<file path="src/rtl/detect_tracker_pkg.sv">
// Shared frame geometry, coordinate widths and FSM encoding for detect_tracker.
package detect_tracker_pkg;

  localparam int FRAME_W      = 640;
  localparam int FRAME_H      = 480;
  localparam int ADDR_W       = 20;
  localparam int FRAME_PIXELS = FRAME_W * FRAME_H;
  localparam int X_W          = 10;
  localparam int Y_W          = 9;

  typedef enum logic [2:0] {
    ST_IDLE   = 3'd0,
    ST_SAMPLE = 3'd1,
    ST_DIVIDE = 3'd2,
    ST_FILTER = 3'd3,
    ST_LOST   = 3'd4
  } state_t;

endpackage

</file>
<file path="src/rtl/detect_tracker_addr_to_xy.sv">
// Sequential subtract divider: linear pixel address -> (x, y).
// A start pulse loads the address; one line width is subtracted per cycle
// until the remainder is below FRAME_W. done pulses for one cycle with x/y
// valid, y+1 cycles after start.
module detect_tracker_addr_to_xy
  import detect_tracker_pkg::*;
(
  input  logic              pclk,
  input  logic              reset,
  input  logic              start,
  input  logic [ADDR_W-1:0] addr,
  output logic              done,
  output logic [X_W-1:0]    x,
  output logic [Y_W-1:0]    y
);

  localparam logic [ADDR_W-1:0] LINE_W = ADDR_W'(FRAME_W);

  logic [ADDR_W-1:0] rem;
  logic              run;

  // Repeated line-width subtraction; y counts whole lines removed.
  always_ff @(posedge pclk or negedge reset) begin
    if (!reset) begin
      rem  <= '0;
      y    <= '0;
      run  <= 1'b0;
      done <= 1'b0;
    end else begin
      done <= 1'b0;
      if (start) begin
        rem <= addr;
        y   <= '0;
        run <= 1'b1;
      end else if (run) begin
        if (rem >= LINE_W) begin
          rem <= rem - LINE_W;
          y   <= y + 1'b1;
        end else begin
          run  <= 1'b0;
          done <= 1'b1;
        end
      end
    end
  end

  // Once the loop exits the remainder is below FRAME_W and fits in X_W bits.
  assign x = rem[X_W-1:0];

endmodule

</file>
<file path="src/rtl/detect_tracker.sv">
// detect_tracker: samples the detection stage's per-frame result at each
// frame end, converts the hit address to (x, y), and tracks target lock/loss.
// Optional feature: define DETECT_SMOOTH_EN to enable exponential smoothing
// of the tracked coordinates (c <= c + ((m - c) >>> SMOOTH_SH)).
module detect_tracker
  import detect_tracker_pkg::*;
#(
  parameter int LOST_MAX  = 8,
  parameter int SMOOTH_SH = 2
) (
  input  logic              pclk,
  input  logic              reset,
  input  logic              pix_we,
  input  logic [ADDR_W-1:0] pix_addr,
  input  logic              det_found,
  input  logic [ADDR_W-1:0] det_addr,
  output logic [X_W-1:0]    coord_x,
  output logic [Y_W-1:0]    coord_y,
  output logic              coord_valid,
  output logic              target_lock,
  output logic [3:0]        lost_count,
  output logic              busy,
  output logic              overrun
);

  localparam logic [ADDR_W-1:0] LAST_PIX = ADDR_W'(FRAME_PIXELS - 1);
  localparam logic [ADDR_W-1:0] PIX_CNT  = ADDR_W'(FRAME_PIXELS);
  localparam logic [3:0]        LOST_LIM = 4'(LOST_MAX);

  state_t         state;
  logic           fe;
  logic           hit;
  logic           div_start;
  logic           div_done;
  logic [X_W-1:0] div_x;
  logic [Y_W-1:0] div_y;

  // Lost-frame counter increment, saturating at LOST_MAX.
  function automatic logic [3:0] sat_inc(input logic [3:0] c);
    return (c >= LOST_LIM) ? LOST_LIM : c + 4'd1;
  endfunction

  // One smoothing step on x: signed difference at X_W+1 bits, arithmetic shift.
  function automatic logic [X_W-1:0] smooth_x(input logic [X_W-1:0] c,
                                              input logic [X_W-1:0] m);
    logic signed [X_W:0] d;
    logic signed [X_W:0] s;
    d = $signed({1'b0, m}) - $signed({1'b0, c});
    s = $signed({1'b0, c}) + (d >>> SMOOTH_SH);
    return s[X_W-1:0];
  endfunction

  // One smoothing step on y: signed difference at Y_W+1 bits, arithmetic shift.
  function automatic logic [Y_W-1:0] smooth_y(input logic [Y_W-1:0] c,
                                              input logic [Y_W-1:0] m);
    logic signed [Y_W:0] d;
    logic signed [Y_W:0] s;
    d = $signed({1'b0, m}) - $signed({1'b0, c});
    s = $signed({1'b0, c}) + (d >>> SMOOTH_SH);
    return s[Y_W-1:0];
  endfunction

  // Registered frame-end pulse: write of the last pixel of the frame.
  always_ff @(posedge pclk or negedge reset) begin
    if (!reset) fe <= 1'b0;
    else        fe <= pix_we && (pix_addr == LAST_PIX);
  end

  // An out-of-frame address is treated exactly like a miss.
  assign hit       = det_found && (det_addr < PIX_CNT);
  // The divider latches det_addr on this pulse, which is the SAMPLE-cycle capture.
  assign div_start = (state == ST_SAMPLE) && hit;
  assign busy      = (state != ST_IDLE);

  detect_tracker_addr_to_xy u_addr_to_xy (
    .pclk  (pclk),
    .reset (reset),
    .start (div_start),
    .addr  (det_addr),
    .done  (div_done),
    .x     (div_x),
    .y     (div_y)
  );

  // Frame FSM with registered coordinate, lock, lost-count and overrun outputs.
  always_ff @(posedge pclk or negedge reset) begin
    if (!reset) begin
      state       <= ST_IDLE;
      coord_x     <= '0;
      coord_y     <= '0;
      coord_valid <= 1'b0;
      target_lock <= 1'b0;
      lost_count  <= '0;
      overrun     <= 1'b0;
    end else begin
      coord_valid <= 1'b0;
      // A frame end while busy is dropped, not queued.
      if (fe && (state != ST_IDLE)) overrun <= 1'b1;
      case (state)
        ST_IDLE: begin
          if (fe) state <= ST_SAMPLE;
        end
        ST_SAMPLE: begin
          state <= hit ? ST_DIVIDE : ST_LOST;
        end
        ST_DIVIDE: begin
          if (div_done) begin
            state       <= ST_FILTER;
            coord_valid <= 1'b1;
            lost_count  <= '0;
            target_lock <= 1'b1;
`ifdef DETECT_SMOOTH_EN
            // First hit after loss or reset loads the measurement directly.
            if (target_lock) begin
              coord_x <= smooth_x(coord_x, div_x);
              coord_y <= smooth_y(coord_y, div_y);
            end else begin
              coord_x <= div_x;
              coord_y <= div_y;
            end
`else
            coord_x <= div_x;
            coord_y <= div_y;
`endif
          end
        end
        ST_FILTER: begin
          state <= ST_IDLE;
        end
        ST_LOST: begin
          lost_count <= sat_inc(lost_count);
          if (sat_inc(lost_count) == LOST_LIM) target_lock <= 1'b0;
          state <= ST_IDLE;
        end
        default: state <= ST_IDLE;
      endcase
    end
  end

endmodule

</file>
<file path="config.mk">
export PLATFORM = sky130hd
export DESIGN_NAME = detect_tracker
export DESIGN_NICKNAME = d
export VERILOG_FILES = /design/src/rtl/detect_tracker_pkg.sv /design/src/rtl/detect_tracker_addr_to_xy.sv /design/src/rtl/detect_tracker.sv
export SDC_FILE = /design/constraint.sdc
export NUM_CORES = 1
export LEC_CHECK = 0
export ABC_AREA = 1
export CAP_MARGIN = 10
export CORE_MARGIN = 2
export CORE_UTILIZATION = 54
export CTS_CLUSTER_SIZE = 30
export DETAILED_ROUTE_END_ITERATION = 8
export GPL_ROUTABILITY_DRIVEN = 0
export HOLD_SLACK_MARGIN = 0.06
export PLACE_DENSITY = 0.85
export SYNTH_ARGS = -nofsm -noshare
export SYNTH_HDL_FRONTEND = slang
export SYNTH_SLANG_ARGS = --single-unit
</file>
<file path="constraint.sdc">
create_clock -name pclk -period 3.59 [get_ports pclk]
set_input_delay 0.8975 -clock pclk [delete_from_list [all_inputs] [get_ports pclk]]
set_output_delay 0.8975 -clock pclk [all_outputs]
set_load 0.02 [all_outputs]
</file>
# --- After elaboration in Yosys (flattened, before gate mapping) ---
# Cells that the tools add are included.
op_classes:
  n_addsub: 3
  magnitude_cmp: 3
  n_eq_ne: 8
  n_mux: 24
  n_reduce_logical: 14
op_table:
  columns: ["operator", "count"]
  rows:
  - ["$mux W20", 3]
  - ["$mux W9", 3]
  - ["$eq A20 B19 Y1 const B", 1]
  - ["$ge A20 B10 Y1 const B", 1]
  - ["$lt A20 B19 Y1 const B", 1]
  - ["$sub A20 B10 Y20 const B", 1]
  - ["$mux W1", 10]
  - ["$add A9 B1 Y9 const B", 1]
  - ["$mux W3", 3]
  - ["$pmux W3 S3", 1]
  - ["$mux W4", 2]
  - ["$pmux W4 S2", 1]
  - ["$reduce_and A2 Y1", 4]
  - ["$reduce_bool A2 Y1", 3]
  - ["$add A4 B1 Y4 const B", 1]
  - ["$eq A4 B4 Y1 const B", 1]
  - ["$ge A4 B4 Y1 const B", 1]
  - ["$logic_and A1 B1 Y1", 4]
  - ["$ne A2 B2 Y1 const B", 2]
  - ["$eq A3 B1 Y1 const B", 1]
  - ["$eq A3 B2 Y1 const B", 1]
  - ["$eq A3 B3 Y1 const B", 1]
  - ["$logic_not A3 Y1", 1]
  - ["$reduce_and A3 Y1", 1]
  - ["other kinds (3)", 3]
totals:
  ff_bits: 61

# --- Logic depth before layout (Yosys ltp) ---
# Gate-level depths: netlist (run 1).
depth:
  word_depth: 5
  mapped_depth: 11
  depth_no_buf: 11

# --- By module ---
# Synthesis (run 1) repeated with hierarchy kept, for this count alone.
unflattened:
  cells_unflattened: 431
  area_unflattened_um2: 3347.0
modules_own_cells:
  columns: ["module", "instances", "cells_per_inst", "area_per_inst_um2", "seq_area_each_um2"]
  rows:
  - ["detect_tracker_addr_to_xy", 1, 278, 2016.9, 775.7]
  - ["detect_tracker", 1, 153, 1330.0, 750.7]

# --- Worst setup path before layout (run 1) ---
# Ideal clock, no wire load.
synth_timing:
  kind: "input -> register"
  startpoint: "input port det_addr[13]"
  endpoint: "register u_addr_to_xy.rem[19]"
  setup_time_ns: 0.117
  t_arrival_ns: 1.702
  path_slack_ns: 1.771
  path_stages: 10
  n_path_buf: 2
  path_cell_list: "nand2_1 -> nand2_1 -> nand2_1 -> nand2_1 -> nand2_1 -> nand3_2 -> buf_4 -> buf_4 -> nand3_1 -> nand2_1"
synth_between:
  elab_chain_len: 5
  word_cells_on_any_way: 7
synth_rtl:
  columns: ["item", "line", "text"]
  rows:
  - ["start, declared", "detect_tracker.sv:16", "input logic [ADDR_W-1:0] det_addr,"]
  - ["$lt A20 B19 Y1 *", "detect_tracker.sv:70", "assign hit = det_found && (det_addr < PIX_CNT);"]
  - ["$logic_and A1 B1 Y1 *", "detect_tracker.sv:70", null]
  - ["$logic_and A1 B1 Y1 *", "detect_tracker.sv:72", "assign div_start = (state == ST_SAMPLE) && hit;"]
  - ["$reduce_bool A2 Y1 (no source line)", null, null]
  - ["$reduce_and A2 Y1 (no source line)", null, null]
  - ["end signal, assigned", "detect_tracker_addr_to_xy.sv:32", "rem <= addr;"]
  - ["end signal, assigned", "detect_tracker_addr_to_xy.sv:37", "rem <= rem - LINE_W;"]
  - ["end, declared", "detect_tracker_addr_to_xy.sv:19", "logic [ADDR_W-1:0] rem;"]
# Every way passes the cells marked *; elsewhere a longest branch is shown, timed or not.
# A chain may end at the register's enable or synchronous reset.

# --- Worst setup path in the final report (run 1) ---
layout_timing:
  startpoint: "register state[2]"
  endpoint: "output port busy"
layout_between:
  elab_chain_len: 1
layout_rtl:
  columns: ["item", "line", "text"]
  rows:
  - ["start, declared", "detect_tracker.sv:30", "state_t state;"]
  - ["start signal, assigned", "detect_tracker.sv:104", "state <= hit ? ST_DIVIDE : ST_LOST;"]
  - ["$reduce_bool A3 Y1", "detect_tracker.sv:73", "assign busy = (state != ST_IDLE);"]
  - ["end, declared", "detect_tracker.sv:22", "output logic busy,"]
# No other way between the ends.

==> results of run 1 <==
## flip-flops by register name, summed over array words and instances (netlist names)
register	count
u_addr_to_xy.rem	20
coord_x	10
coord_y	9
u_addr_to_xy.y	9
lost_count	4
state	3
coord_valid	1
fe	1
overrun	1
target_lock	1
u_addr_to_xy.done	1
u_addr_to_xy.run	1
## cells in the final DEF, fill, tap and decap left out, drive strengths merged, types with 4 or more instances in the layout
master,instances
nand2,126
clkdlybuf4s50,69
dfrtp,61
nand3,50
inv,43
o21ai,33
nor2,30
clkbuf,12
nand4,9
nand3b,6
xor2,5
ha,4
buf,4
## worst register-to-register path: stages (launching register included)
cell	delay, ns
dfrtp_1	0.41
nor2_1	0.21
nand3_2	0.54
inv_1	0.37
o22a_1	0.17
## area by class of cell
class / instances / area share, %
inverters: 43 / 4.04
clock buffers: 12 / 3.57
flip-flops and latches: 61 / 37.6
well taps: 72 / 2.22
multi-input cells: 276 / 33.7
repair buffers: 73 / 17.7
clock inverters: 4 / 1.17
## cells by family after synthesis
group           after synthesis
fa+ha+maj                     4
simple gates                226
buf+inv                      56
flops                        61
compound gates               40
xor+xnor                      6
## path summary, 6_finish.rpt
kind                                       end  startpoint  depth (start not counted)  slack, ns
min in group pclk                      overrun     overrun                          1       0.48
max in group asynchronous           coord_y[6]       reset                          2       2.23
max reg2reg                        target_lock    state[2]                          4       1.83
max                                       busy    state[2]                          3       1.04
min                        u_addr_to_xy.rem[1]       reset                          1       0.46
min reg2reg                            overrun     overrun                          1       0.48
## per-layer routing
layer / routed length, µm / GRT usage (%) / share of wire, %
met1: 2910 / 29.1 / 43
met2: 3400 / 40.9 / 50
met3: 417 / 5.73 / 6.1
met4: 77 / 9.83 / 1.1
met5: 0 / 0 / 0
## power breakdown
group	switching, W	leakage [nW]	internal [W]	total, W
registers	0.000190	0.805	0.000887	0.00108
logic	0.000698	1.06	0.000472	0.00117
clock network	0.000261	0.0964	0.000338	0.000599
## through the flow
stage                     cells  util [%]  hold slack, ns  total power (W)
after floorplan             393         -           0.442          0.00192
after global placement      525      69.4           0.444          0.00220
after detailed placement    525      69.4           0.467          0.00225
after CTS                   541      72.9           0.458          0.00286
after global routing        541      72.9           0.477          0.00308
final                       541      72.9           0.463          0.00285
==> impl_metrics.ini, run 1 <==
[logic_synthesis]
yosysSeqAreaShare_pct = 48.5
yosysMostFrequentCell = nand2_1
synth_xor_area_share_pct = 1.67
syn-instance-count = 393
synth-simple-area-share_pct = 33.5
synth_top_cell_area_share_pct = 48.5
synth_top_family_by_area = simple AND/OR/NAND/NOR gates
synth_compound_area_share_pct = 6.84
muxShareOfSynthArea_pct = 0
synth_adder_area_share_pct = 1.59
synth_area_leaders = dfrtp_1 (49%), nand2_1 (14%), nand3_1 (6.5%)
synth.top_cells.by_count = nand2_1 (121), dfrtp_1 (61), inv_1 (41), nand3_1 (41), o21ai_0 (31)
netlist_area_um2 = 3140
yosysTopAreaCell = dfrtp_1
yosys_warnings = 0
ys_types = 33
synth_fp_nets = 441
ys_ff_latch = 61
synth_edf_count = 0
avgSynthCellArea_um2 = 8.00
synthArstFlopShare_pct = 100
synthFlopType = dfrtp_1

[sta]
fin_crit_sh_pct = 71.0
worst_slack_ns = 1.04
finalMaxSlewViolations = 0
hold_violations = 0
slew_headroom_pct = 56.3
fmax_mhz = 392
skew_ns = 0.00764
fin_crit_ns = 2.55
rsz0062_at_grt = no
tightest_slew_ns = 0.654
setup_violations = 0
setup-tns-final_ns = 0

[final_layout]
multi_input_area_um2 = 1370
drive_gt1_share_pct = 8.53
fillCellCount = 434
n_antenna_cell = 0
syn_to_final_growth_pct = 29.2
final_nets = 512
seqCellArea_um2 = 1530
final_area_um2 = 4060

[global_route]
grt_pass1_vias = 2738
grt_usage_pct = 24.0
grt_pass1_wl_um = 11800
grt_overflow_total = 0
antenna_found_initial = 0
grt_max_degree = 46

[worst_setup_path]
start_kind = flop
path_buf_inv = 1
setup.worst_path.end_class = primary output
slowest_delay_ns = 0.56
critPathKind = reg -> out
critPathRequiredTime_ns = 2.69
crit_family = buffers and inverters
cp_slowest_cell = clkdlybuf4s50_1
cp.arrival_ns = 1.65
crit_chain = nor2_1 > nand2_1 > clkdlybuf4s50_1
cp_max_fo = 4

[floorplanning]
start_util_pct = 56.4
num_io_pins = 71
fp.dieH_um = 80.3
die_x_um = 80.3
core_area_um2 = 5570
rows = 27
dieArea_um2 = 6450

[route]
drt-pass1-iter-count = 4
routed_via_density = 5.15
drt_iter0_markers = 159
wl_per_cell_um = 12.6
drc_errors = 0
wl_um = 6800
num_vias = 2787
ant_nets = 0

[pwr]
vdd_drop_max_uv = 433
power_density_nw_per_um2 = 701
p_leak_nw = 1.96

[clocking]
ctsHoldBuffers = 0
post_cts_buffers = 0
cts.sinks = 61
clk_pin_slew_ns = 0.07
cts_resized = 0
clk_latency_ns = 0.34
tritoncts = done
cts_root_buf = clkbuf_8
h-tree-depth = 3
cts_made_buffers = 9
clock_path_buffers = 2

[placed_design]
placed_cell_area_um2 = 3870
dp_hpwl_um = 4990
place_ws_ns = 0.945
io_buffer_count = 70

[status]
status = completed

[flow_run]
maxCapViolations = 0

[min_path]
hold_class = in -> async
No activity file was read; power rests on OpenSTA's default activity.
==> run 2, diff against run 1 <==
CORE_UTILIZATION = 50   (was 54)
PLACE_DENSITY = 0.79   (was 0.85)
clock period = 2.5 ns   (was 3.59 ns; I/O delays follow)
==> run 2 against run 1 <==
  * Final area up 2.2%
  * Setup slack worse by 0.85 ns
  * Critical path depth unchanged
  * Flip-flop and latch count unchanged
  * Register-to-register slack worse by 0.99 ns
  * Clock-buffer cell count down 3
  * Clock power up 85%
  * Global-route usage down 2.3 points
  * Cell count up 1.1%
  * Sequential share of layout area down 0.83 points
  * Critical path type unchanged
  * Critical endpoint unchanged
  * Largest power group unchanged
  * Highest routed layer unchanged
==> impl_metrics.ini, run 2 (synthesized netlist as in run 1, its figures left out) <==
[status]
status = completed

[route]
ant_nets = 0
wl_per_cell_um = 13.0
routed_via_density = 5.13
drt_iter0_markers = 173
drt-pass1-iter-count = 4
num_vias = 2804
drc_errors = 0
wl_um = 7100

[pwr]
power_density_nw_per_um2 = 1040
vdd_drop_max_uv = 590
p_leak_nw = 2.01

[sta]
skew_ns = 0.00819
tightest_slew_ns = 0.605
setup-tns-final_ns = 0
finalMaxSlewViolations = 0
fin_crit_ns = 2.31
fin_crit_sh_pct = 92.5
fmax_mhz = 432
rsz0062_at_grt = no
slew_headroom_pct = 59.7
setup_violations = 0
hold_violations = 0
worst_slack_ns = 0.187

[placed_design]
placed_cell_area_um2 = 3910
dp_hpwl_um = 5110
place_ws_ns = 0.300
dpl.cell_count = 531
io_buffer_count = 70

[global_route]
grt_max_degree = 37
grt_pass1_wl_um = 12300
antenna_found_initial = 0
grt_pass1_vias = 2783
grt_overflow_total = 0
grt_usage_pct = 21.7

[final_layout]
fillCellCount = 505
drive_gt1_share_pct = 9.53
n_antenna_cell = 0
final_util_pct = 69.3
final_area_um2 = 4150
final_nets = 515
final_cells = 547
syn_to_final_growth_pct = 32.1
layout_commonest_cell = nand2_1
largest_reg_flops = 20
most-common-layout-cells = nand2_1 (121), clkdlybuf4s50_1 (69), dfrtp_1 (61), inv_1 (41), nand3_1 (41)
regMostFlops = u_addr_to_xy.rem
top_regs = u_addr_to_xy.rem: 20 flops, coord_x: 10 flops

[clocking]
clock_path_buffers = 2
h-tree-depth = 3
ctsHoldBuffers = 0
cts_root_buf = clkbuf_8
clk_pin_slew_ns = 0.08
post_cts_buffers = 0
clk_latency_ns = 0.35
cts_made_buffers = 9
cts_resized = 0
tritoncts = done
cts.sinks = 61

[worst_setup_path]
setup.worst_path.end_class = primary output
r2r_start = u_addr_to_xy.rem[17]
cp.arrival_ns = 1.69
critPathKind = reg -> out
crit_chain = nor2_1 > nand2_1 > clkdlybuf4s50_1
critPathRequiredTime_ns = 1.88
cp_max_fo = 4
slowest_delay_ns = 0.56
start_kind = flop
r2r-end = u_addr_to_xy.y[7]
crit_family = buffers and inverters
rrSetupSlack_ns = 0.84
path_buf_inv = 1
ff2ff_path_depth = 8
cp_slowest_cell = clkdlybuf4s50_1

[floorplanning]
fp.dieH_um = 83.3
die_x_um = 83.3
dieArea_um2 = 6940
core_area_um2 = 5990
start_util_pct = 52.5
rows = 28
num_io_pins = 71

[min_path]
hold_class = in -> async

[flow_run]
maxCapViolations = 0
==> run 2: layer usage <==
metal	vias to the layer above	track usage [%]	wire, µm
met3	6	3.48	304
met1	1321	25.9	3140
li1	1410	-	-
met4	0	8.49	61
met5	-	0	0
met2	67	38.9	3600
==> run 2: how the worst max path moves through the flow <==
| stage | from | endpoint | slack [ns] | cells after the start |
|---|---|---|---|---|
| floorplan | det_addr[13] | u_addr_to_xy.rem[19] | 0.95 | 10 |
| global placement | det_addr[13] | u_addr_to_xy.rem[17] | 0.35 | 10 |
| detailed placement | det_addr[13] | u_addr_to_xy.rem[13] | 0.30 | 10 |
| CTS | state[2] | busy | 0.17 | 3 |
| global route | state[2] | busy | 0.10 | 3 |
| finish | state[2] | busy | 0.19 | 3 |
==> run 2: power breakdown <==
group	switching, W	leakage (nW)	internal, W
clock network	0.000438	0.124	0.000667
logic	0.00100	1.08	0.000684
registers	0.000272	0.805	0.00127
==> run 2: worst register-to-register path, delay by kind of cell (launching register included) <==
family,cells,cell delay [ns]
simple gates,6,0.88
buf+inv,1,0.15
flops,1,0.40
compound gates,1,0.10
==> run 2: area by class of cell <==
class	instances	area [µm²]	share of cell area, %
clock inverters	7	121	2.92
repair buffers	76	753	18.1
clock buffers	9	124	2.98
multi-input cells	276	1370	33.0
inverters	43	164	3.95
flip-flops and latches	61	1530	36.8
well taps	75	93.8	2.26
==> run 2: stage by stage <==
| stage | total power [W] | hold WS [ns] |
|---|---|---|
| after floorplan | 0.00276 | 0.329 |
| after global placement | 0.00318 | 0.443 |
| after detailed placement | 0.00324 | 0.463 |
| after CTS | 0.00435 | 0.297 |
| after global routing | 0.00466 | 0.340 |
| final | 0.00433 | 0.279 |
==> run 3, diff against run 2 <==
CORE_ASPECT_RATIO = 0.6   (was unset)
CORE_UTILIZATION = 45   (was 50)
PLACE_DENSITY = 0.76   (was 0.79)
clock period = 2.1 ns   (was 2.5 ns; I/O delays follow)
==> run 3 against run 2 <==
  * Setup slack worse by 0.024 ns
  * Sequential power increased by 19%
  * Wire length increased by 5.8%
  * Highest routed layer unchanged
  * Clock skew down 0.0019 ns
  * Critical path type unchanged
  * Flip-flop and latch count unchanged
  * Sequential share of layout area decreased by 0.90 points
  * Hold slack lost 0.12 ns
==> impl_metrics.ini, run 3 (synthesized netlist as in run 1, its figures left out) <==
[final_layout]
layout_commonest_cell = nand2_1
fillCellCount = 551
syn_to_final_growth_pct = 35.4
drive_gt1_share_pct = 9.13
regMostFlops = u_addr_to_xy.rem
most-common-layout-cells = nand2_1 (121), clkdlybuf4s50_1 (68), dfrtp_1 (61), inv_1 (41), nand3_1 (41)
final_nets = 515
n_antenna_cell = 0
largest_reg_flops = 20
top_regs = u_addr_to_xy.rem: 20 flops, coord_x: 10 flops

[worst_setup_path]
ff2ff_path_depth = 8
start_kind = flop
critPathKind = reg -> out
rrSetupSlack_ns = 0.41
setup.worst_path.end_class = primary output
critPathRequiredTime_ns = 1.57
cp.arrival_ns = 1.41
r2r_start = u_addr_to_xy.rem[10]
cp_max_fo = 4
startpoint = state[2]

[floorplanning]
dieArea_um2 = 7690
rows = 23
fp.dieH_um = 68.8
start_util_pct = 46.9
die_x_um = 112
num_io_pins = 71
core_area_um2 = 6710

[pwr]
vdd_drop_max_uv = 629
power_density_nw_per_um2 = 1250
p_leak_nw = 2.05

[route]
drt_iter0_markers = 149
ant_nets = 0
routed_via_density = 5.09
num_vias = 2843
wl_per_cell_um = 13.5
drc_errors = 0
wl_um = 7520
drt-pass1-iter-count = 5

[clocking]
cts.sinks = 61
clock_path_buffers = 2
h-tree-depth = 3
cts_root_buf = clkbuf_16
tritoncts = done
post_cts_buffers = 0
clk_latency_ns = 0.32
cts_made_buffers = 9
clk_pin_slew_ns = 0.05

[placed_design]
dp_hpwl_um = 5350
io_buffer_count = 70

[global_route]
grt_pass1_wl_um = 12900
grt_max_degree = 44
grt_pass1_vias = 2627
antenna_found_initial = 0
grt_overflow_total = 0
grt_usage_pct = 21.5

[sta]
whs_ns = 0.158
setup_violations = 0
finalMaxSlewViolations = 0
hold_violations = 0
skew_ns = 0.00632
fin_crit_ns = 1.94
setup-tns-final_ns = 0
fmax_mhz = 516
tightest_slew_ns = 0.488
slew_headroom_pct = 67.5
fin_crit_sh_pct = 92.2
rsz0062_at_grt = no

[status]
status = completed

[min_path]
hold_class = in -> async

[flow_run]
maxCapViolations = 0
## run 3: cell count changes in the layout (fill, tap and decap cells not counted), sizes merged
cell / before / now
inv: 44 / 43
clkbuf: 9 / 15
clkinv: 3 / 0
clkdlybuf4s50: 69 / 68
dlygate4sd2: 0 / 1
bufinv: 3 / 0
## run 3: layout make-up
type	count	area, µm²	share of cell area [%]
sequential	61	1530	35.9
multi-input combinational	276	1370	32.2
timing repair buffer	76	790	18.5
clock buffer	15	298	7.00
inverter	43	164	3.85
tap	87	109	2.56
## run 3: per-stage QoR
step           instances  area [µm²]  utilization (%)  setup slack (ns)  power, W
5_1_grt              558        4260             63.5             0.102   0.00576
4_1_cts              558        4260             63.5             0.159   0.00536
2_1_floorplan        393        3140                -             0.653   0.00328
3_3_place_gp         543        3960             59.1             0.155   0.00381
6_report             558        4260             63.5             0.163   0.00534
3_5_place_dp         543        3960             59.1             0.127   0.00390
## run 3: routing by layer
metal | vias to the layer above | share of wire [%] | wire length (µm) | track usage [%]
met5 | - | 0 | 0 | 0
met1 | 1309 | 47 | 3550 | 29.3
met3 | 5 | 8.3 | 624 | 6.82
met2 | 118 | 44 | 3290 | 33.9
met4 | 0 | 0.68 | 51 | 5.56
li1 | 1411 | - | - | -
## run 3: critical path, cell delays in order (launching register included)
cell           delay [ns]
dfrtp_1              0.41
nor2_1               0.21
nand2_1              0.12
dlygate4sd2_1        0.34
## run 3: repair_timing
action	CTS	global route
hold endpoints to repair	0	0
resized for setup	1	0
setup endpoints to repair	1	0
hold buffers	0	0
## run 3: final timing paths
kind	end
setup / recovery	busy
hold / removal	coord_y[7]
setup reg to reg	u_addr_to_xy.y[3]
hold reg to reg	coord_x[4]
max in group asynchronous	u_addr_to_xy.rem[1]
min in group pclk	coord_x[4]
## run 3: report_power, final
part	total, W	internal [W]	switching (W)
Combinational	0.00206	0.000816	0.00125
Clock	0.00144	0.000952	0.000487
Sequential	0.00183	0.00152	0.000315
